**src/rtl/pipe_hazard_ctrl_pkg.sv**
```systemverilog
// Shared types for the pipeline hazard sequencer: FSM states and the
// per-pipeline-register control bundle with its flush > stall > bubble priority.
package pipe_hazard_ctrl_pkg;

    typedef enum logic [1:0] {
        RUN,
        MEM_WAIT,
        MULTI,
        DRAIN
    } hz_state_t;

    typedef struct packed {
        logic stall;
        logic flush;
        logic bubble;
    } pipe_ctl_t;

    // A register can only obey one command per cycle: flush wins over stall over bubble.
    function automatic pipe_ctl_t resolve_ctl(input pipe_ctl_t req);
        pipe_ctl_t res;
        res.flush  = req.flush;
        res.stall  = req.stall & ~req.flush;
        res.bubble = req.bubble & ~req.flush & ~req.stall;
        return res;
    endfunction

endpackage

```
**src/rtl/pipe_hazard_ctrl_if.sv**
```systemverilog
// Hazard sources from the pipeline stages and the per-register control lines
// returned to them. The pipeline side is the master, the sequencer is the slave.
interface pipe_hazard_ctrl_if #(
    parameter int REG_AW = 5,
    parameter int PERF_W = 32
);
    logic              imem_busy;
    logic              dmem_busy;
    logic              d_valid;
    logic [REG_AW-1:0] d_rs1;
    logic [REG_AW-1:0] d_rs2;
    logic              d_serialize;
    logic              e_valid;
    logic              m_valid;
    logic              w_valid;
    logic              e_is_load;
    logic [REG_AW-1:0] e_dst;
    logic              e_redirect;
    logic              e_multi_busy;

    logic              stall_pc;
    logic              stall_fd;
    logic              stall_de;
    logic              stall_em;
    logic              stall_mw;
    logic              flush_fd;
    logic              flush_de;
    logic              flush_em;
    logic              bubble_de;
    logic              redirect_take;
    logic [PERF_W-1:0] perf_stall_cnt;
    logic [PERF_W-1:0] perf_flush_cnt;

    modport master (
        output imem_busy, dmem_busy, d_valid, d_rs1, d_rs2, d_serialize,
               e_valid, m_valid, w_valid, e_is_load, e_dst, e_redirect, e_multi_busy,
        input  stall_pc, stall_fd, stall_de, stall_em, stall_mw,
               flush_fd, flush_de, flush_em, bubble_de, redirect_take,
               perf_stall_cnt, perf_flush_cnt
    );

    modport slave (
        input  imem_busy, dmem_busy, d_valid, d_rs1, d_rs2, d_serialize,
               e_valid, m_valid, w_valid, e_is_load, e_dst, e_redirect, e_multi_busy,
        output stall_pc, stall_fd, stall_de, stall_em, stall_mw,
               flush_fd, flush_de, flush_em, bubble_de, redirect_take,
               perf_stall_cnt, perf_flush_cnt
    );

endinterface

```
**src/rtl/pipe_hazard_ctrl_loaduse_cmp.sv**
```systemverilog
// Load-use register match: E destination against either D source, with x0 never a hazard.
module hz_loaduse_cmp #(
    parameter int REG_AW = 5
) (
    input  logic [REG_AW-1:0] i_dst,
    input  logic [REG_AW-1:0] i_rs1,
    input  logic [REG_AW-1:0] i_rs2,
    output logic              o_match
);

    assign o_match = (i_dst != '0) && ((i_dst == i_rs1) || (i_dst == i_rs2));

endmodule

```
**src/rtl/pipe_hazard_ctrl.sv**
```systemverilog
// Central stall/flush/bubble sequencer for the 5-stage pipeline. Outputs are
// combinational from state and hazard inputs; state, pending redirect and counters are registered.
module pipe_hazard_ctrl
    import pipe_hazard_ctrl_pkg::*;
#(
    parameter int REG_AW = 5,
    parameter int PERF_W = 32
) (
    input logic               clk,
    input logic               reset,
    pipe_hazard_ctrl_if.slave hz
);

    hz_state_t         r_state;
    hz_state_t         w_state_nxt;
    logic              r_pend_redirect;
    logic              w_pend_nxt;
    logic              r_lu_done;
    logic              w_lu_fire;
    logic [PERF_W-1:0] r_stall_cnt;
    logic [PERF_W-1:0] r_flush_cnt;

    logic      w_lu_match;
    logic      w_drain_busy;
    logic      w_redirect;
    logic      w_serialize;
    logic      w_loaduse;
    logic      w_stall_pc;
    logic      w_stall_fd;
    logic      w_stall_em;
    logic      w_stall_mw;
    logic      w_flush_fd;
    logic      w_flush_em;
    logic      w_redirect_take;
    pipe_ctl_t w_de_req;
    pipe_ctl_t w_de;

    hz_loaduse_cmp #(.REG_AW(REG_AW)) u_loaduse_cmp (
        .i_dst   (hz.e_dst),
        .i_rs1   (hz.d_rs1),
        .i_rs2   (hz.d_rs2),
        .o_match (w_lu_match)
    );

    assign w_drain_busy = hz.e_valid | hz.m_valid | hz.w_valid;
    assign w_redirect   = hz.e_redirect | r_pend_redirect;
    // While draining, D is held, so the held instruction keeps the drain alive.
    assign w_serialize  = hz.d_valid & w_drain_busy & (hz.d_serialize | (r_state == DRAIN));
    // r_lu_done limits the bubble to one cycle per load/consumer pairing.
    assign w_loaduse    = hz.d_valid & hz.e_valid & hz.e_is_load & w_lu_match & ~r_lu_done;

    always_comb begin
        w_stall_pc      = 1'b0;
        w_stall_fd      = 1'b0;
        w_stall_em      = 1'b0;
        w_stall_mw      = 1'b0;
        w_flush_fd      = 1'b0;
        w_flush_em      = 1'b0;
        w_de_req        = '0;
        w_redirect_take = 1'b0;
        w_lu_fire       = 1'b0;
        w_pend_nxt      = r_pend_redirect;
        w_state_nxt     = RUN;
        if (!reset) begin
            w_flush_fd     = 1'b1;
            w_de_req.flush = 1'b1;
            w_flush_em     = 1'b1;
            w_pend_nxt     = 1'b0;
        end else if (hz.dmem_busy) begin
            w_stall_pc     = 1'b1;
            w_stall_fd     = 1'b1;
            w_de_req.stall = 1'b1;
            w_stall_em     = 1'b1;
            w_stall_mw     = 1'b1;
            w_pend_nxt     = r_pend_redirect | hz.e_redirect;
            w_state_nxt    = MEM_WAIT;
        end else if (hz.e_multi_busy) begin
            w_stall_pc     = 1'b1;
            w_stall_fd     = 1'b1;
            w_de_req.stall = 1'b1;
            w_flush_em     = 1'b1;
            w_pend_nxt     = r_pend_redirect | hz.e_redirect;
            w_state_nxt    = MULTI;
        end else if (w_redirect) begin
            // PC loads the target now; a busy fetch is covered by the imem flush below on later cycles.
            w_flush_fd      = 1'b1;
            w_de_req.flush  = 1'b1;
            w_redirect_take = 1'b1;
            w_pend_nxt      = 1'b0;
        end else begin
            if (w_serialize) begin
                w_stall_pc      = 1'b1;
                w_stall_fd      = 1'b1;
                w_de_req.bubble = 1'b1;
                w_state_nxt     = DRAIN;
            end else if (w_loaduse) begin
                w_stall_pc      = 1'b1;
                w_stall_fd      = 1'b1;
                w_de_req.bubble = 1'b1;
                w_lu_fire       = 1'b1;
            end
            if (hz.imem_busy) begin
                w_stall_pc = 1'b1;
                w_flush_fd = ~w_stall_fd;
            end
        end
    end

    assign w_de = resolve_ctl(w_de_req);

    always_ff @(posedge clk) begin
        if (!reset) begin
            r_state         <= RUN;
            r_pend_redirect <= 1'b0;
            r_lu_done       <= 1'b0;
            r_stall_cnt     <= '0;
            r_flush_cnt     <= '0;
        end else begin
            r_state         <= w_state_nxt;
            r_pend_redirect <= w_pend_nxt;
            r_lu_done       <= w_lu_fire;
            if (w_stall_pc && (r_stall_cnt != '1)) begin
                r_stall_cnt <= r_stall_cnt + PERF_W'(1);
            end
            if (w_de.flush && (r_flush_cnt != '1)) begin
                r_flush_cnt <= r_flush_cnt + PERF_W'(1);
            end
        end
    end

    assign hz.stall_pc       = w_stall_pc;
    assign hz.stall_fd       = w_stall_fd & ~w_flush_fd;
    assign hz.stall_de       = w_de.stall;
    assign hz.stall_em       = w_stall_em & ~w_flush_em;
    assign hz.stall_mw       = w_stall_mw;
    assign hz.flush_fd       = w_flush_fd;
    assign hz.flush_de       = w_de.flush;
    assign hz.flush_em       = w_flush_em;
    assign hz.bubble_de      = w_de.bubble;
    assign hz.redirect_take  = w_redirect_take;
    assign hz.perf_stall_cnt = r_stall_cnt;
    assign hz.perf_flush_cnt = r_flush_cnt;

endmodule

```
**src/flat_wrapper.sv**
```systemverilog
// flat-port wrapper written by rule: the top's interface ports become plain ports
module pipe_hazard_ctrl_flat import pipe_hazard_ctrl_pkg::*;
#(
    parameter int REG_AW = 5,
    parameter int PERF_W = 32
)
  (clk, reset, hz_imem_busy, hz_dmem_busy, hz_d_valid, hz_d_rs1, hz_d_rs2, hz_d_serialize, hz_e_valid, hz_m_valid, hz_w_valid, hz_e_is_load, hz_e_dst, hz_e_redirect, hz_e_multi_busy, hz_stall_pc, hz_stall_fd, hz_stall_de, hz_stall_em, hz_stall_mw, hz_flush_fd, hz_flush_de, hz_flush_em, hz_bubble_de, hz_redirect_take, hz_perf_stall_cnt, hz_perf_flush_cnt);
  pipe_hazard_ctrl_if #(.REG_AW(REG_AW), .PERF_W(PERF_W)) hz_i ();
  input logic clk;
  input logic reset;
  input wire logic [$bits(hz_i.imem_busy)-1:0] hz_imem_busy;
  input wire logic [$bits(hz_i.dmem_busy)-1:0] hz_dmem_busy;
  input wire logic [$bits(hz_i.d_valid)-1:0] hz_d_valid;
  input wire logic [$bits(hz_i.d_rs1)-1:0] hz_d_rs1;
  input wire logic [$bits(hz_i.d_rs2)-1:0] hz_d_rs2;
  input wire logic [$bits(hz_i.d_serialize)-1:0] hz_d_serialize;
  input wire logic [$bits(hz_i.e_valid)-1:0] hz_e_valid;
  input wire logic [$bits(hz_i.m_valid)-1:0] hz_m_valid;
  input wire logic [$bits(hz_i.w_valid)-1:0] hz_w_valid;
  input wire logic [$bits(hz_i.e_is_load)-1:0] hz_e_is_load;
  input wire logic [$bits(hz_i.e_dst)-1:0] hz_e_dst;
  input wire logic [$bits(hz_i.e_redirect)-1:0] hz_e_redirect;
  input wire logic [$bits(hz_i.e_multi_busy)-1:0] hz_e_multi_busy;
  output wire logic [$bits(hz_i.stall_pc)-1:0] hz_stall_pc;
  output wire logic [$bits(hz_i.stall_fd)-1:0] hz_stall_fd;
  output wire logic [$bits(hz_i.stall_de)-1:0] hz_stall_de;
  output wire logic [$bits(hz_i.stall_em)-1:0] hz_stall_em;
  output wire logic [$bits(hz_i.stall_mw)-1:0] hz_stall_mw;
  output wire logic [$bits(hz_i.flush_fd)-1:0] hz_flush_fd;
  output wire logic [$bits(hz_i.flush_de)-1:0] hz_flush_de;
  output wire logic [$bits(hz_i.flush_em)-1:0] hz_flush_em;
  output wire logic [$bits(hz_i.bubble_de)-1:0] hz_bubble_de;
  output wire logic [$bits(hz_i.redirect_take)-1:0] hz_redirect_take;
  output wire logic [$bits(hz_i.perf_stall_cnt)-1:0] hz_perf_stall_cnt;
  output wire logic [$bits(hz_i.perf_flush_cnt)-1:0] hz_perf_flush_cnt;
  assign hz_i.imem_busy = hz_imem_busy;
  assign hz_i.dmem_busy = hz_dmem_busy;
  assign hz_i.d_valid = hz_d_valid;
  assign hz_i.d_rs1 = hz_d_rs1;
  assign hz_i.d_rs2 = hz_d_rs2;
  assign hz_i.d_serialize = hz_d_serialize;
  assign hz_i.e_valid = hz_e_valid;
  assign hz_i.m_valid = hz_m_valid;
  assign hz_i.w_valid = hz_w_valid;
  assign hz_i.e_is_load = hz_e_is_load;
  assign hz_i.e_dst = hz_e_dst;
  assign hz_i.e_redirect = hz_e_redirect;
  assign hz_i.e_multi_busy = hz_e_multi_busy;
  assign hz_stall_pc = hz_i.stall_pc;
  assign hz_stall_fd = hz_i.stall_fd;
  assign hz_stall_de = hz_i.stall_de;
  assign hz_stall_em = hz_i.stall_em;
  assign hz_stall_mw = hz_i.stall_mw;
  assign hz_flush_fd = hz_i.flush_fd;
  assign hz_flush_de = hz_i.flush_de;
  assign hz_flush_em = hz_i.flush_em;
  assign hz_bubble_de = hz_i.bubble_de;
  assign hz_redirect_take = hz_i.redirect_take;
  assign hz_perf_stall_cnt = hz_i.perf_stall_cnt;
  assign hz_perf_flush_cnt = hz_i.perf_flush_cnt;
  pipe_hazard_ctrl #(.REG_AW(REG_AW), .PERF_W(PERF_W)) u_core (.clk(clk), .reset(reset), .hz(hz_i));
endmodule
```
**config.mk**
```make
export PLATFORM = sky130hd
export DESIGN_NAME = pipe_hazard_ctrl_flat
export DESIGN_NICKNAME = d
export VERILOG_FILES = /design/src/rtl/pipe_hazard_ctrl_pkg.sv /design/src/rtl/pipe_hazard_ctrl_if.sv /design/src/rtl/pipe_hazard_ctrl_loaduse_cmp.sv /design/src/rtl/pipe_hazard_ctrl.sv /design/src/flat_wrapper.sv
export SDC_FILE = /design/constraint.sdc
export NUM_CORES = 1
export LEC_CHECK = 0
export CAP_MARGIN = 10
export CORE_UTILIZATION = 30
export DETAILED_ROUTE_END_ITERATION = 8
export SYNTH_ARGS = -nofsm -noshare
export SYNTH_HDL_FRONTEND = slang
export SYNTH_SLANG_ARGS = --single-unit
```
**constraint.sdc**
```tcl
create_clock -name clk -period 3 [get_ports clk]
set_input_delay 0.6 -clock clk [delete_from_list [all_inputs] [get_ports clk]]
set_output_delay 0.6 -clock clk [all_outputs]
set_load 0.01 [all_outputs]
```
# --- Word-level counts from Yosys, hierarchy flattened ---
# Index checks and enable logic that the tools add are counted.
totals:
  out_inout_bits: 74
  regBits: 68
op_classes:
  bitwise_logic: 22
  n_mux: 43
  eq_ne: 5
  add_sub_neg: 2
  reduce_logical: 8
ops:
  columns: ["operator", "n"]
  rows:
  - ["$add A32 B1 Y32 const B", 2]
  - ["$ne A32 B32 Y1 const B", 2]
  - ["$mux W1", 38]
  - ["$and A1 B1 Y1", 11]
  - ["$eq A5 B5 Y1", 2]
  - ["$mux W2", 5]
  - ["$not A1 Y1", 7]
  - ["$reduce_bool A5 Y1", 1]
  - ["$reduce_or A5 Y1", 1]
  - ["$or A1 B1 Y1", 4]
  - ["$logic_and A1 B1 Y1", 3]
  - ["$reduce_bool A3 Y1", 1]
  - ["$eq A2 B2 Y1 const B", 1]
  - ["$reduce_or A2 Y1", 1]
  - ["$logic_or A1 B1 Y1", 1]

# --- Longest topological paths before layout ---
# Gate-level depths: netlist of run 1.
logic_depth:
  depth_word: 19
  depth_mapped: 10

# --- Modules after synthesis ---
# Synthesis of run 1 repeated with hierarchy kept, for this count alone.
unflattened:
  cells_unflattened: 412
  hier_area_um2: 3505.9
by_module_without_submodules:
  columns: ["module", "area_each_um2", "seq_area_each_um2", "n_inst", "cells_each"]
  rows:
  - ["pipe_hazard_ctrl", 3382.0, 1361.3, 1, 395]
  - ["hz_loaduse_cmp", 123.9, 0.0, 1, 17]

# --- Worst setup path after synthesis of run 1 ---
# Ideal clock, no wire load.
synth_timing:
  path_type: "input -> register"
  from: "input hz_e_redirect"
  to: "register u_core.r_stall_cnt[8] (netlist: u_core.hz.perf_stall_cnt[8])"
  required_ps: 2930
  cell_stages: 7
  n_path_buf: 1
  slack_ps: 652
  setup_time_ps: 70
  arrival_ps: 2277
  cell_sequence: "nor2_1 -> o31a_1 -> nand2_1 -> o21a_1 -> buf_2 -> or4_2 -> a21oi_1"
synth_between:
  elab_chain_cells: 6
synth_lines:
  columns: ["item", "line", "source"]
  rows:
  - ["from (decl)", "flat_wrapper.sv:22", "input wire logic [$bits(hz_i.e_redirect)-1:0] hz_e_redirect;"]
  - ["$or A1 B1 Y1", "pipe_hazard_ctrl.sv:46", "assign w_redirect = hz.e_redirect | r_pend_redirect;"]
  - ["$mux W1", "pipe_hazard_ctrl.sv:84", "end else if (w_redirect) begin"]
  - ["$mux W1", "pipe_hazard_ctrl.sv:77", "end else if (hz.e_multi_busy) begin"]
  - ["$mux W1", "pipe_hazard_ctrl.sv:69", "end else if (hz.dmem_busy) begin"]
  - ["$mux W1", "pipe_hazard_ctrl.sv:64", "if (!reset) begin"]
  - ["$logic_and A1 B1 Y1", "pipe_hazard_ctrl.sv:122", "if (w_stall_pc && (r_stall_cnt != '1)) begin"]
  - ["to (signal assigned)", "pipe_hazard_ctrl.sv:123", "r_stall_cnt <= r_stall_cnt + PERF_W'(1);"]
  - ["to (decl)", "pipe_hazard_ctrl.sv:20", "logic [PERF_W-1:0] r_stall_cnt;"]
# No other way between the ends.
# A chain may end at the register's enable or synchronous reset.

# --- Worst setup path after layout of run 1 ---
layout_timing:
  from: "input hz_dmem_busy"
  to: "output hz_flush_de"
layout_between:
  elab_chain_cells: 2
layout_lines:
  columns: ["item", "line", "source"]
  rows:
  - ["from (decl)", "flat_wrapper.sv:12", "input wire logic [$bits(hz_i.dmem_busy)-1:0] hz_dmem_busy;"]
  - ["$mux W2", "pipe_hazard_ctrl.sv:69", null]
  - ["$mux W1", "pipe_hazard_ctrl.sv:64", null]
  - ["to (decl)", "flat_wrapper.sv:30", "output wire logic [$bits(hz_i.flush_de)-1:0] hz_flush_de;"]
# No other way between the ends.

==> results of run 1 <==
[worst max-delay path: cells and delay by family]
| family | cells | cell delay, ps |
|---|---|---|
| AOI/OAI and AO/OA | 1 | 330 |
| buffers and inverters | 5 | 1380 |
[registers in the layout, summed over array words and instances, names as in the netlist]
register	flops
u_core.hz.perf_flush_cnt	32
u_core.hz.perf_stall_cnt	32
u_core.r_state	2
u_core.r_lu_done	1
u_core.r_pend_redirect	1
[final cells by class]
cell class,instances,area [um2],area share
clock inverter,5,52.6,0.0103
tap,143,179,0.0350
timing repair buffer,122,1160,0.226
multi-input combinational,344,2080,0.407
clock buffer,10,239,0.0467
sequential,68,1360,0.266
inverter,12,45.0,0.00880
[logic make-up (layout without fill, tap and decap cells)]
| family | count (synthesis) | after routing | synth area share |
|---|---|---|---|
| and+or+nand+nor | 222 | 222 | 0.333 |
| adders and majority gates | 2 | 2 | 0.00704 |
| xor gates and xnor gates | 35 | 35 | 0.0862 |
| muxes | 7 | 7 | 0.0197 |
| DFF | 68 | 68 | 0.383 |
| buffers and inverters | 32 | 149 | 0.0384 |
| AOI/OAI and AO/OA | 78 | 78 | 0.132 |
[worst max path at each step]
stage	startpoint	to	slack, ps	cells after the start
floorplan	hz_e_redirect	u_core.hz.perf_stall_cnt[8]$_SDFFE_PN0P_	650	7
global placement	hz_e_dst[0]	hz_stall_pc	-100	7
detailed placement	hz_e_dst[4]	hz_stall_fd	-140	7
CTS	hz_dmem_busy	hz_flush_de	70	6
global route	hz_e_dst[2]	hz_stall_pc	10	7
finish	hz_dmem_busy	hz_flush_de	80	6
[where the power goes]
part	switching (uW)	leakage, uW	internal [uW]
clock	388	0.000144	656
sequential	11.0	0.000549	913
combinational	94.4	0.000923	96.6
total	493	0.00162	1670
[cells in the mapped netlist, types with 2 or more instances]
master,n
o21a_1,2
or4_1,10
nand4_1,16
nor3_1,18
xor2_1,3
nand2_1,38
nand2b_1,4
o21ai_0,21
and3_1,5
inv_1,11
ha_1,2
o31a_1,2
a21oi_1,29
or3_1,16
buf_2,7
o311ai_0,2
and4_1,10
nor4_1,16
mux2i_1,7
o31ai_1,11
dfxtp_1,68
nor4b_1,2
xnor2_1,32
clkbuf_1,11
nor2_1,44
o41ai_1,2
nor3b_1,3
nand3_1,30
o211ai_1,4
and2_1,5
[timing repair]
action	CTS	global route
gates resized for setup	8	0
setup buffers	0	0
setup endpoints to repair	4	0
[per-layer routing]
metal	vias to the layer above	track usage	part of all wire
li1	1865	-	-
met3	12	0.0481	0.061
met2	100	0.260	0.45
met1	1738	0.219	0.48
met5	-	0	0
met4	0	0.0622	0.013
[metrics by stage]
stage	total power, uW	setup WS (ps)	cell area [um2]
4_1_cts	2190	72.2	5120
3_5_place_dp	1140	-144	4820
5_1_grt	2250	10.9	5120
3_3_place_gp	1130	-101	4820
2_1_floorplan	1030	652	3550
6_report	2160	79.5	5120
==> results.py, run 1 <==
metrics = {
    "floorplanning": {
        "die_y_um": 111,
        "ioPinCount": 101,
        "dieArea_um2": 12300,
        "rows": 39,
        "core_area_um2": 11500,
        "die_w_um": 111,
        "start_util": 0.310,
    },
    "placed_design": {
        "dp.final_hpwl_um": 7170,
        "io_buffers": 100,
        "place.gp.congestion": 0.811,
        "placed_cells": 689,
    },
    "logic_synthesis": {
        "synth_seq_cells": 68,
        "syn_area_um2": 3550,
        "syn-mean-instance-area_um2": 8.01,
        "async_flop_share": 0,
        "synth_top_area_share": 0.383,
        "synth_top_flop_cell": "dfxtp_1",
        "ys.warnings.count": 0,
        "synthCells": 444,
        "synth.area.top_cells": "dfxtp_1, xnor2_1, nor2_1",
        "synth_largest_area_cell": "dfxtp_1",
        "synth_edf_count": 0,
        "syn_nets": 473,
        "synth.distinct_cells": 43,
        "ys_seq_area_frac": 0.383,
    },
    "cells_and_area": {
        "n_antenna_cell": 0,
        "layout_common_cells": "clkdlybuf4s50_1, dfxtp_1, nor2_1, nand2_1, xnor2_1",
        "drive_gt1_frac": 0.0784,
        "final_common_cell": "clkdlybuf4s50_1",
        "num-fill-cells": 1163,
        "nNetsFinal": 586,
        "instances_no_fill": 704,
        "syn2layout_area_growth_pct": 43.9,
        "fin_util": 0.446,
    },
    "sta": {
        "finalSetupViolCount": 0,
        "worst_pin_slew_ps": 741,
        "fin_tns_setup_ps": 0,
        "fin_crit_sh": 0.973,
        "skew_ps": 6.38,
        "slew_headroom": 0.502,
        "hold_viol": 0,
        "holdWs_ps": 490,
        "rsz0062_at_grt": "false",
        "period_minus_slack_ps": 2920,
        "drv_slew": 0,
        "maxClockFrequency_mhz": 342,
    },
    "global_routing": {
        "grt_pass1_vias": 3436,
        "grt_max_degree": 51,
        "overflow": 0,
        "antenna_found_initial": 0,
        "grt_util_all_layers": 0.167,
        "grt_pass1_wl_um": 17000,
    },
    "cts": {
        "htreeDepth": 3,
        "cts_made_buffers": 9,
        "cts_hold_buf": 0,
        "worstSkewPairLatency_ps": 330,
        "cts_tree": "done",
        "cts_root_buffer": "clkbuf_16",
        "cts.path.max_buffers": 2,
        "clock_sinks": 68,
        "clk_pin_slew_worst_paths_ps": 50,
    },
    "worst_setup_path": {
        "critical_path.startpoint_type": "primary input",
        "worst-setup-path-type": "primary input to output port",
        "cpPeakStageDelay_ps": 540,
        "reg2reg_slack_ps": 490,
        "path_cells": "clkdlybuf4s50_1 > buf_4 > o31a_1 > buf_4 > inv_1 > clkdlybuf4s50_1",
        "r2r_cells": 5,
        "r2r-end": "u_core.hz.perf_stall_cnt[2]$_SDFFE_PN0P_",
        "cp_data_required_time_ps": 2400,
        "cp_slowest_cell": "clkdlybuf4s50_1",
        "cp.arrival_ps": 2320,
        "end_kind": "output port",
        "r2r_start": "u_core.hz.perf_stall_cnt[8]$_SDFFE_PN0P_",
        "cp_max_fo": 6,
    },
    "hold_path": {
        "worstHoldStart": "u_core.hz.perf_stall_cnt[6]$_SDFFE_PN0P_",
        "min_to": "u_core.hz.perf_stall_cnt[6]$_SDFFE_PN0P_",
        "holdPathStages": 1,
        "hold_path_class": "register to register",
    },
    "detailed_routing": {
        "drc": 0,
        "vias_per_cell": 5.28,
        "route.vias.total": 3715,
        "antenna_left": 0,
        "wl_um": 10000,
        "wl_per_cell_um": 14.3,
        "first_pass_iters": 4,
        "drt_iter0_markers": 205,
    },
    "power": {
        "p_leak_uw": 0.00162,
        "peakVddDrop_mv": 0.205,
        "p_per_area_nw_per_um2": 422,
    },
    "job": {
        "drv_cap": 0,
    },
    "status": {
        "status": "completed",
    },
}
Note: power is estimated with default switching activity, not from simulation.
==> inputs of run 2 (changes only) <==
- ABC_AREA: default -> 1
==> run 2 against run 1 <==
Net effect: combinational power rose by 9%; clock-buffer cell count rose by 2; design area rose by 12%; critical path depth did not move; critical path type unchanged; largest cell class unchanged.
==> results.py, run 2 <==
metrics = {
    "detailed_routing": {
        "drt_iter0_markers": 260,
        "wl_per_cell_um": 13.4,
        "route.vias.total": 4561,
        "drc": 0,
        "first_pass_iters": 4,
        "vias_per_cell": 4.93,
        "antenna_left": 0,
        "wl_um": 12400,
    },
    "cells_and_area": {
        "layout_common_cells": "nand2_1, clkdlybuf4s50_1, nor2_1, dfxtp_1, nand3_1",
        "drive_gt1_frac": 0.0774,
        "final_common_cell": "nand2_1",
        "instances_no_fill": 925,
        "nNetsFinal": 773,
        "n_antenna_cell": 0,
        "syn2layout_area_growth_pct": 37.5,
        "fin_util": 0.427,
        "num-fill-cells": 1387,
    },
    "logic_synthesis": {
        "ys_seq_area_frac": 0.328,
        "synth.distinct_cells": 34,
        "syn_nets": 664,
        "async_flop_share": 0,
        "synth_largest_area_cell": "dfxtp_1",
        "synth_common_cells": "nand2_1, nor2_1, dfxtp_1",
        "synth_top_area_share": 0.328,
        "synthCells": 635,
        "synth_seq_cells": 68,
        "synth_edf_count": 0,
        "syn_area_um2": 4150,
        "synth_top_flop_cell": "dfxtp_1",
        "synth_most_common_cell": "nand2_1",
        "synth.area.top_cells": "dfxtp_1, nand2_1, nand3_1",
        "ys.warnings.count": 0,
        "syn-mean-instance-area_um2": 6.54,
    },
    "floorplanning": {
        "rows": 42,
        "dieArea_um2": 14300,
        "ioPinCount": 101,
        "start_util": 0.311,
        "die_w_um": 120,
        "die_y_um": 120,
        "core_area_um2": 13300,
    },
    "cts": {
        "cts.path.max_buffers": 2,
        "cts_tree": "done",
        "cts_made_buffers": 9,
        "clk_pin_slew_worst_paths_ps": 50,
        "worstSkewPairLatency_ps": 340,
        "cts_root_buffer": "clkbuf_16",
        "clock_sinks": 68,
        "htreeDepth": 3,
    },
    "sta": {
        "holdWs_ps": 489,
        "slew_headroom": 0.621,
        "fin_crit_sh": 0.976,
        "rsz0062_at_grt": "false",
        "hold_viol": 0,
        "skew_ps": 7.48,
        "finalSetupViolCount": 0,
        "period_minus_slack_ps": 2930,
        "maxClockFrequency_mhz": 341,
        "fin_tns_setup_ps": 0,
        "worst_pin_slew_ps": 560,
        "drv_slew": 0,
    },
    "global_routing": {
        "antenna_found_initial": 0,
        "grt_max_degree": 35,
        "grt_pass1_wl_um": 20200,
        "overflow": 0,
        "met2_usage": 0.285,
        "met3_usage": 0.0390,
        "grtUsageMet1": 0.225,
        "grt_busiest_layer": "met2",
        "grt_util_all_layers": 0.177,
        "grt_pass1_vias": 4330,
    },
    "placed_design": {
        "dp.final_hpwl_um": 9360,
        "io_buffers": 100,
        "place.gp.congestion": 0.904,
        "placed_cells": 908,
    },
    "job": {
        "drv_cap": 0,
    },
    "worst_setup_path": {
        "cp_max_fo": 4,
        "cp.arrival_ps": 2330,
        "critical_path.startpoint_type": "primary input",
        "end_kind": "output port",
        "r2r_cells": 11,
        "worst-setup-path-type": "primary input to output port",
        "cp_data_required_time_ps": 2400,
    },
    "power": {
        "p_leak_uw": 0.00210,
        "p_per_area_nw_per_um2": 389,
        "peakVddDrop_mv": 0.223,
    },
    "hold_path": {
        "hold_path_class": "register to register",
        "holdPathStages": 2,
    },
    "status": {
        "status": "completed",
    },
}
## run 2: cell count changes after synthesis, moves of 10 or more
cell / before / now
o21ai_0: 21 / 9
or3_1: 16 / 0
inv_1: 11 / 57
nand3_1: 30 / 64
xor2_1: 3 / 27
a21oi_1: 29 / 52
or4_1: 10 / 0
and4_1: 10 / 0
nor2_1: 44 / 70
nand2_1: 38 / 159
xnor2_1: 32 / 14
o31ai_1: 11 / 1
## run 2: critical path, stage by stage
cell and delay (ps):
clkdlybuf4s50_1 450, nor2_1 280, nand2_1 160, buf_4 160, nand2_1 120, clkdlybuf4s50_1 560
## run 2: through the flow
stage,total power (uW),instance area [um2],worst slack [ps]
2_1_floorplan,1050,4150,883
5_1_grt,2310,5710,6.06
4_1_cts,2250,5690,33.9
3_5_place_dp,1150,5380,-183
6_report,2220,5710,70.7
3_3_place_gp,1150,5380,-117
## run 2: path summary, 6_finish.rpt
kind                                              from                                        end  slack, ps
min reg2reg  u_core.hz.perf_stall_cnt[31]$_SDFFE_PN0P_  u_core.hz.perf_stall_cnt[31]$_SDFFE_PN0P_        490
max                                    hz_e_multi_busy                                hz_flush_de         70
min          u_core.hz.perf_stall_cnt[31]$_SDFFE_PN0P_  u_core.hz.perf_stall_cnt[31]$_SDFFE_PN0P_        490
max reg2reg   u_core.hz.perf_stall_cnt[1]$_SDFFE_PN0P_  u_core.hz.perf_stall_cnt[20]$_SDFFE_PN0P_        820
## run 2: cell families after synthesis
| group | synth area share |
|---|---|
| buffers and inverters | 0.0838 |
| adder cells (fa/ha/maj) | 0.00603 |
| XOR/XNOR | 0.0865 |
| flip-flops | 0.328 |
| AO/OA/AOI/OAI | 0.0883 |
| AND/OR/NAND/NOR | 0.407 |
## run 2: repair_timing
item                       CTS  global route
resized for setup            6             6
buffers inserted             1             0
hold buffers                 0             0
cloned                       0             0
setup endpoints to repair    4             4
pin swaps                    2             1
## run 2: final cells by class
| class | count | area, um2 | area share |
|---|---|---|---|
| Tap cell | 176 | 220 | 0.0386 |
| Multi-Input combinational cell | 486 | 2460 | 0.430 |
| Sequential cell | 68 | 1360 | 0.239 |
| Timing Repair Buffer | 119 | 1140 | 0.200 |
| Clock inverter | 4 | 47.5 | 0.00833 |
| Inverter | 60 | 225 | 0.0395 |
| Clock buffer | 12 | 256 | 0.0450 |
## run 2: layer usage
metal,vias to the layer above,part of all wire
met2,145,0.46
met5,-,0
li1,2311,-
met1,2078,0.46
met4,0,0.022
met3,27,0.054
## run 2: power by group
group,internal [uW],switching (uW),leakage [uW]
Combinational,94.8,113,0.00141
Clock,686,401,0.000149
Sequential,912,10.2,0.000549
==> inputs of run 3 (changes only) <==
- CTS_BUF_LIST: default -> sky130_fd_sc_hd__clkbuf_4 sky130_fd_sc_hd__clkbuf_8 sky130_fd_sc_hd__clkbuf_16
- PLACE_DENSITY: default -> 0.57
==> run 3 against run 2 <==
Net effect: design area shrank 0.75%; via count shrank 0.94%; routed wire length grew 1.2%; power shrank 2.5%; final cell count shrank 0.54%; critical endpoint is now hz_stall_de; worst hold slack lost 8.8 ps; die area is the same; register-to-register slack lost 120 ps; first-iteration DRC count shrank 15%; critical path depth shrank 1; sequential share of layout area grew 0.18 points.
==> results.py, run 3 (synthesis results as in run 2) <==
metrics = {
    "sta": {
        "skew_ps": 6.00,
        "maxClockFrequency_mhz": 352,
        "fin_tns_setup_ps": 0,
        "period_minus_slack_ps": 2840,
        "setup_ws_ps": 157,
        "slew_headroom": 0.622,
        "finalSetupViolCount": 0,
        "hold_viol": 0,
        "worst_pin_slew_ps": 561,
        "rsz0062_at_grt": "false",
        "fin_crit_sh": 0.948,
        "drv_slew": 0,
    },
    "global_routing": {
        "grt_util_all_layers": 0.185,
        "grt_max_degree": 35,
        "grt_pass1_vias": 4359,
        "overflow": 0,
        "grt_pass1_wl_um": 21000,
        "antenna_found_initial": 0,
    },
    "floorplanning": {
        "die_y_um": 120,
        "start_util": 0.311,
        "rows": 42,
        "core_area_um2": 13300,
        "die_w_um": 120,
        "dieArea_um2": 14300,
        "ioPinCount": 101,
    },
    "worst_setup_path": {
        "path_cells": "clkdlybuf4s50_1 > inv_2 > buf_4 > nor2_1 > clkdlybuf4s50_1",
        "end_kind": "output port",
        "crit_family": "buffers and inverters",
        "cp_data_required_time_ps": 2400,
        "critical_path.startpoint_type": "primary input",
        "cp.arrival_ps": 2240,
        "path_common_cell": "clkdlybuf4s50_1",
        "cp_slowest_cell": "clkdlybuf4s50_1",
        "cp.buffers_inverters": 4,
        "cp_max_fo": 18,
        "worst-setup-path-type": "primary input to output port",
        "cpPeakStageDelay_ps": 590,
    },
    "detailed_routing": {
        "wl_um": 12500,
        "wl_per_cell_um": 13.6,
        "antenna_left": 0,
        "first_pass_iters": 5,
        "drc": 0,
        "route.vias.total": 4518,
        "vias_per_cell": 4.91,
        "drt_iter0_markers": 222,
    },
    "power": {
        "peakVddDrop_mv": 0.228,
        "p_clk_frac": 0.479,
        "p_seq_frac": 0.426,
        "total_power_uw": 2160,
        "cellInternalPower_uw": 1660,
        "switchingPower_uw": 506,
        "p_per_area_nw_per_um2": 382,
        "netSwitchingFraction": 0.234,
        "p_leak_uw": 0.00209,
        "share_comb_of_total_power": 0.095,
    },
    "placed_design": {
        "placed_cells": 905,
        "place.gp.congestion": 0.925,
        "io_buffers": 100,
        "dp.final_hpwl_um": 9540,
        "dp_slack_ps": -136,
    },
    "cells_and_area": {
        "fin_util": 0.424,
        "syn2layout_area_growth_pct": 36.4,
        "layout_common_cells": "nand2_1, clkdlybuf4s50_1, nor2_1, dfxtp_1, nand3_1",
        "nNetsFinal": 769,
        "drive_gt1_frac": 0.0712,
        "n_antenna_cell": 0,
        "instances_no_fill": 920,
        "final_common_cell": "nand2_1",
    },
    "cts": {
        "cts_made_buffers": 9,
        "clock_sinks": 68,
        "htreeDepth": 3,
        "cts_tree": "done",
        "clk_pin_slew_worst_paths_ps": 50,
        "cts.path.max_buffers": 2,
        "cts_root_buffer": "clkbuf_16",
        "worstSkewPairLatency_ps": 340,
        "cts_hold_buf": 0,
    },
    "job": {
        "drv_cap": 0,
    },
    "status": {
        "status": "completed",
    },
    "hold_path": {
        "hold_path_class": "register to register",
    },
}
run 3: stage by stage:
step                cell area (um2)  hold slack [ps]
finish                         5660              480
global route                   5660              496
CTS                            5650              481
detailed placement             5360              474
global placement               5360              474
floorplan                      4150              485
run 3: timing repair:
action,in CTS,in global routing
buffers inserted,0,0
setup endpoints to repair,4,4
resized for setup,4,7
pin swaps,1,0
run 3: cell type report:
type | instances | area (um2)
Fill cell | 1413 | 7680
Multi-Input combinational cell | 486 | 2450
Tap cell | 176 | 220
Inverter | 60 | 225
Clock buffer | 14 | 288
Clock inverter | 1 | 5.00
Timing Repair Buffer | 115 | 1110
Sequential cell | 68 | 1360
run 3: power groups by stage:
stage	registers [uW]	logic, uW	clock network [uW]
final	922	205	1040
after global routing	922	226	1110
after CTS	921	205	1070
after detailed placement	941	207	0
after global placement	941	203	0
after floorplan	942	107	0
run 3: tightest hold or removal path, stage by stage, from the launching register on:
cell and delay [ps]:
dfxtp_1 320, nand2_1 60, a21oi_1 50
run 3: worst paths after layout:
kind / startpoint / endpoint / depth (start not counted) / slack [ps]
hold / removal: u_core.hz.perf_stall_cnt[31]$_SDFFE_PN0P_ / u_core.hz.perf_stall_cnt[31]$_SDFFE_PN0P_ / 2 / 480
setup / recovery: reset / hz_stall_de / 5 / 160
setup reg to reg: u_core.hz.perf_stall_cnt[1]$_SDFFE_PN0P_ / u_core.hz.perf_stall_cnt[4]$_SDFFE_PN0P_ / 10 / 700
hold reg to reg: u_core.hz.perf_stall_cnt[31]$_SDFFE_PN0P_ / u_core.hz.perf_stall_cnt[31]$_SDFFE_PN0P_ / 2 / 480
run 3: layer usage:
| layer | global-route usage | part of all wire | wire length, um | up-vias |
|---|---|---|---|---|
| met5 | 0 | 0 | 0 | - |
| met4 | 0.0742 | 0.028 | 356 | 0 |
| met3 | 0.0499 | 0.047 | 592 | 31 |
| met2 | 0.310 | 0.47 | 5940 | 118 |
| met1 | 0.223 | 0.45 | 5650 | 2073 |
| li1 | - | - | - | 2296 |
==> RTL change 1 (settings of run 3) <==
Re-encode `hz_state_t` (4 states) as one-hot, 4 bits wide.
--- a/src/rtl/pipe_hazard_ctrl_pkg.sv
+++ b/src/rtl/pipe_hazard_ctrl_pkg.sv
@@ -2,11 +2,11 @@
 // per-pipeline-register control bundle with its flush > stall > bubble priority.
 package pipe_hazard_ctrl_pkg;
 
-    typedef enum logic [1:0] {
-        RUN,
-        MEM_WAIT,
-        MULTI,
-        DRAIN
+    typedef enum logic [3:0] {
+        RUN      = 4'b0001,
+        MEM_WAIT = 4'b0010,
+        MULTI    = 4'b0100,
+        DRAIN    = 4'b1000
     } hz_state_t;
 
     typedef struct packed {
Check against the original RTL: same outputs for any inputs over 10 cycles, from zero or initial values and one cycle with reset low; not proved beyond that.
==> RTL change 1 against run 3 <==
Largest power group unchanged; final area grew 3.3%; sequential cell count grew 2; largest cell class unchanged; final cell count grew 3.2%; area after synthesis grew 2.5%; setup slack lost 0.047 ns; power grew 11%; routed wire length grew 6.0%; via count grew 3.0%.
==> RTL change 1: results (changes against run 3) <==
clock buffer count=10 (-4); top area cells in the synthesized netlist=dfxtp_1 (33%), nand2_1 (16%), xor2_1 (7.4%), a21oi_1 (7.1%), nor2_1 (6.4%); hold path cells=2 (unchanged); starting DRC count in detailed routing=277 (+25%); status=completed; FF-to-FF path depth=11 (+1); Routed WL per cell=14.0 um (+2.8%); Sequential cell area=0.00140 mm^2 (+2.9%); skew final=0.00711 ns (+0.00111 ns); power share of the clock group=51.9% (+4.0 points); metal2 WL=6270 um (+5.6%); gp weighted congestion=0.876 (-5.2%); placed wire-length estimate=10000 um (+5.2%); synth unique cells=29 (-15%); post-synthesis adder-cell area fraction=0.588% (-0.015 points); DP Worst Slack=-0.140 ns (-0.00394 ns); WP data arrival=2.29 ns (+0.05 ns); YS warnings=0 (unchanged); ClkCell Share=5.86% (+0.69 points); WHS=0.477 ns (-0.00315 ns); XOR/XNOR Fraction of Synth Area=10.1% (+1.4 points); Slew @ Worst Pin=0.468 ns (-0.0935 ns); met1 usage=24.5% (+2.3 points); Inverters, non-clock=59 (-1.7%); GR Util All Layers=18.9% (+0.47 points); # fillers=1459 (+3.3%); vias in the first global route=4353 (-0.14%); Worst Path Max Fanout=4 (-14); Max stage delay on crit path=0.55 ns (-0.04 ns); comb_multi_in=507 (+4.3%); leakage=2.17 nW (+3.6%); post-route total power=2.39 mW (+11%); nets@finish=793 (+3.1%); non-clock buffer count=117 (+1.7%); layout cells sized above 1=6.24% (-0.88 points); Met1 Wirelength=6210 um (+9.9%); met3 wire len=654 um (+10%); peak supply drop=0.000218 V (-4.5%); placed insts=933 (+3.1%); Syn Nets=687 (+3.5%); complex-gate fraction of the synthesized area=8.83% (about the same); Worst Min Path Start=u_core.r_pend_redirect$_SDFFE_PN0P_; TritonCTS Sinks=70 (+2.9%); GR Util met2=31.4% (+0.40 points); buffer share of cell area=19.3% (-0.30 points); register area share after synthesis=33.0% (+0.15 points); Vias/cell=4.90 (-0.18%); sequential share of power=39.6% (-3.0 points); Sw Pwr=0.544 mW (+7.7%); hold path endpoint=u_core.r_pend_redirect$_SDFFE_PN0P_; synthesized area=0.00425 mm^2 (+2.5%); Syn Area/Cell=6.46 um^2 (-1.1%); CP max-delay cell=clkdlybuf4s50_1; Area after DPL=0.00549 mm^2 (+2.5%); met3 Track Usage GR=3.71% (-1.3 points); Design Area, Final=0.00585 mm^2 (+3.3%); Final Non-Filler Cells=949 (+3.2%); most instantiated cells after synthesis=nand2_1 (181), nor2_1 (73), dfxtp_1 (70), a21oi_1 (60), inv_1 (56); R2R Path End=u_core.hz.perf_stall_cnt[0]$_SDFFE_PN0P_
==> RTL change 1: cell types whose count changed after synthesis, sizes merged, moves of 3 or more <==
| cell | delta |
|---|---|
| nor3 | +3 |
| buf | +3 |
| nand4 | +8 |
| a21oi | +8 |
| nand2 | +24 |
| nor3b | -5 |
| o21bai | -3 |
| xor2 | +9 |
| nand3 | -14 |
==> RTL change 1: repair_timing <==
item	CTS	global route
resized for setup	8	4
pin swaps	0	0
setup endpoints to repair	3	2
==> RTL change 1: worst max path at each step <==
stage | endpoint | start | slack, ns | depth (start not counted)
finish | hz_flush_de | hz_dmem_busy | 0.11 | 6
global route | hz_flush_de | hz_dmem_busy | 0.009 | 6
global placement | hz_flush_fd | hz_e_dst[0] | -0.08 | 11
detailed placement | hz_flush_fd | hz_e_dst[0] | -0.14 | 11
floorplan | hz_stall_pc | hz_e_dst[4] | 0.86 | 11
CTS | hz_bubble_de | hz_e_dst[4] | 0.07 | 10
==> RTL change 2 (settings of run 3) <==
Made on the original files. `PERF_W` is set to 32 in 3 places; all go to 48.
--- a/src/rtl/pipe_hazard_ctrl_if.sv
+++ b/src/rtl/pipe_hazard_ctrl_if.sv
@@ -2,7 +2,7 @@
 // returned to them. The pipeline side is the master, the sequencer is the slave.
 interface pipe_hazard_ctrl_if #(
     parameter int REG_AW = 5,
-    parameter int PERF_W = 32
+    parameter int PERF_W = 48
 );
     logic              imem_busy;
     logic              dmem_busy;
--- a/src/rtl/pipe_hazard_ctrl.sv
+++ b/src/rtl/pipe_hazard_ctrl.sv
@@ -4,7 +4,7 @@
     import pipe_hazard_ctrl_pkg::*;
 #(
     parameter int REG_AW = 5,
-    parameter int PERF_W = 32
+    parameter int PERF_W = 48
 ) (
     input logic               clk,
     input logic               reset,
--- a/src/flat_wrapper.sv
+++ b/src/flat_wrapper.sv
@@ -2,7 +2,7 @@
 module pipe_hazard_ctrl_flat import pipe_hazard_ctrl_pkg::*;
 #(
     parameter int REG_AW = 5,
-    parameter int PERF_W = 32
+    parameter int PERF_W = 48
 )
   (clk, reset, hz_imem_busy, hz_dmem_busy, hz_d_valid, hz_d_rs1, hz_d_rs2, hz_d_serialize, hz_e_valid, hz_m_valid, hz_w_valid, hz_e_is_load, hz_e_dst, hz_e_redirect, hz_e_multi_busy, hz_stall_pc, hz_stall_fd, hz_stall_de, hz_stall_em, hz_stall_mw, hz_flush_fd, hz_flush_de, hz_flush_em, hz_bubble_de, hz_redirect_take, hz_perf_stall_cnt, hz_perf_flush_cnt);
   pipe_hazard_ctrl_if #(.REG_AW(REG_AW), .PERF_W(PERF_W)) hz_i ();
Interface: changed (resized hz_perf_flush_cnt and hz_perf_stall_cnt); port bits go from 101 to 133. The function was not compared with the original's and may differ.
==> RTL change 2 against run 3 <==
Routed wire length rose by 72%; area after synthesis is 57% higher; largest cell class unchanged; die area rose by 56%; final area is 49% higher; highest routed layer unchanged; count of clock-buffer cells in the layout shrank 5; sequential power increased by 45%; clock skew rose by 0.0029 ns; setup slack got worse by 0.010 ns; global-route usage increased by 1.2 points; sequential cell count is 32 higher; power rose by 27%.
==> RTL change 2: results (changes against run 3) <==
DP Worst Slack=-0.125 ns (+0.0109 ns); top area cells in the synthesized netlist=dfxtp_1 (31%), nand2_1 (18%), nand3_1 (7.9%), nor2_1 (7.6%), a21oi_1 (7.1%); fmax=350 MHz (-0.36%); gp weighted congestion=0.958 (+3.6%); GR Util met2=35.5% (+4.5 points); status=completed; crit path to=hz_flush_fd; Slew @ Worst Pin=0.803 ns (+0.242 ns); Syn Area/Cell=6.20 um^2 (-5.2%); r2r setup slk=0.46 ns (-0.24 ns); Met1 Wirelength=9290 um (+64%); peak supply drop=0.000236 V (+3.5%); Syn Nets=1082 (+63%); WHS=0.488 ns (+0.00741 ns); DR vias=7139 (+58%); layout cells sized above 1=4.23% (-2.9 points); Vias/cell=4.90 (-0.29%); post-synthesis adder-cell area fraction=0.384% (-0.22 points); placed insts=1444 (+60%); complex-gate fraction of the synthesized area=8.09% (-0.74 points); Worst Path Max Fanout=2 (-16); Routed WL=21600 um (+72%); FF-to-FF path depth=12 (+2); nets@finish=1209 (+57%); vias in the first global route=6687 (+53%); clk_lat worst skew=0.36 ns (+0.02 ns); port buffer count=132 (+32%); RR Startpoint=u_core.hz.perf_flush_cnt[1]$_SDFFE_PN0P_; metal2 WL=10800 um (+82%); XOR/XNOR Fraction of Synth Area=11.3% (+2.6 points); R2R Path End=u_core.hz.perf_flush_cnt[6]$_SDFFE_PN0P_; met1 usage=23.4% (+1.2 points)
-- RTL change 2: area by class of cell --
class | count | area, um^2
sequential | 100 | 2000
tap | 275 | 344
clock inverter | 5 | 55.1
inverter | 95 | 357
timing repair buffer | 152 | 1490
clock buffer | 9 | 225
multi-input combinational | 822 | 3980
fill | 2285 | 12700
-- RTL change 2: critical path, cell delays in order --
cell             delay [ns]
clkdlybuf4s50_1        0.48
inv_1                  0.04
nand2_1                0.05
nand2_1                0.06
nor2_1                 0.11
nand3_1                0.08
nand2_1                0.07
nand2_1                0.06
nand3_1                0.09
nand3_2                0.08
buf_4                  0.15
o31ai_1                0.05
inv_1                  0.06
dlygate4sd2_1          0.28
-- RTL change 2: what timing repair did --
item                       4_1_cts  5_1_grt
pin swaps                        0        1
gates resized for setup          5        7
cloned                           0        0
setup endpoints to repair        4        2
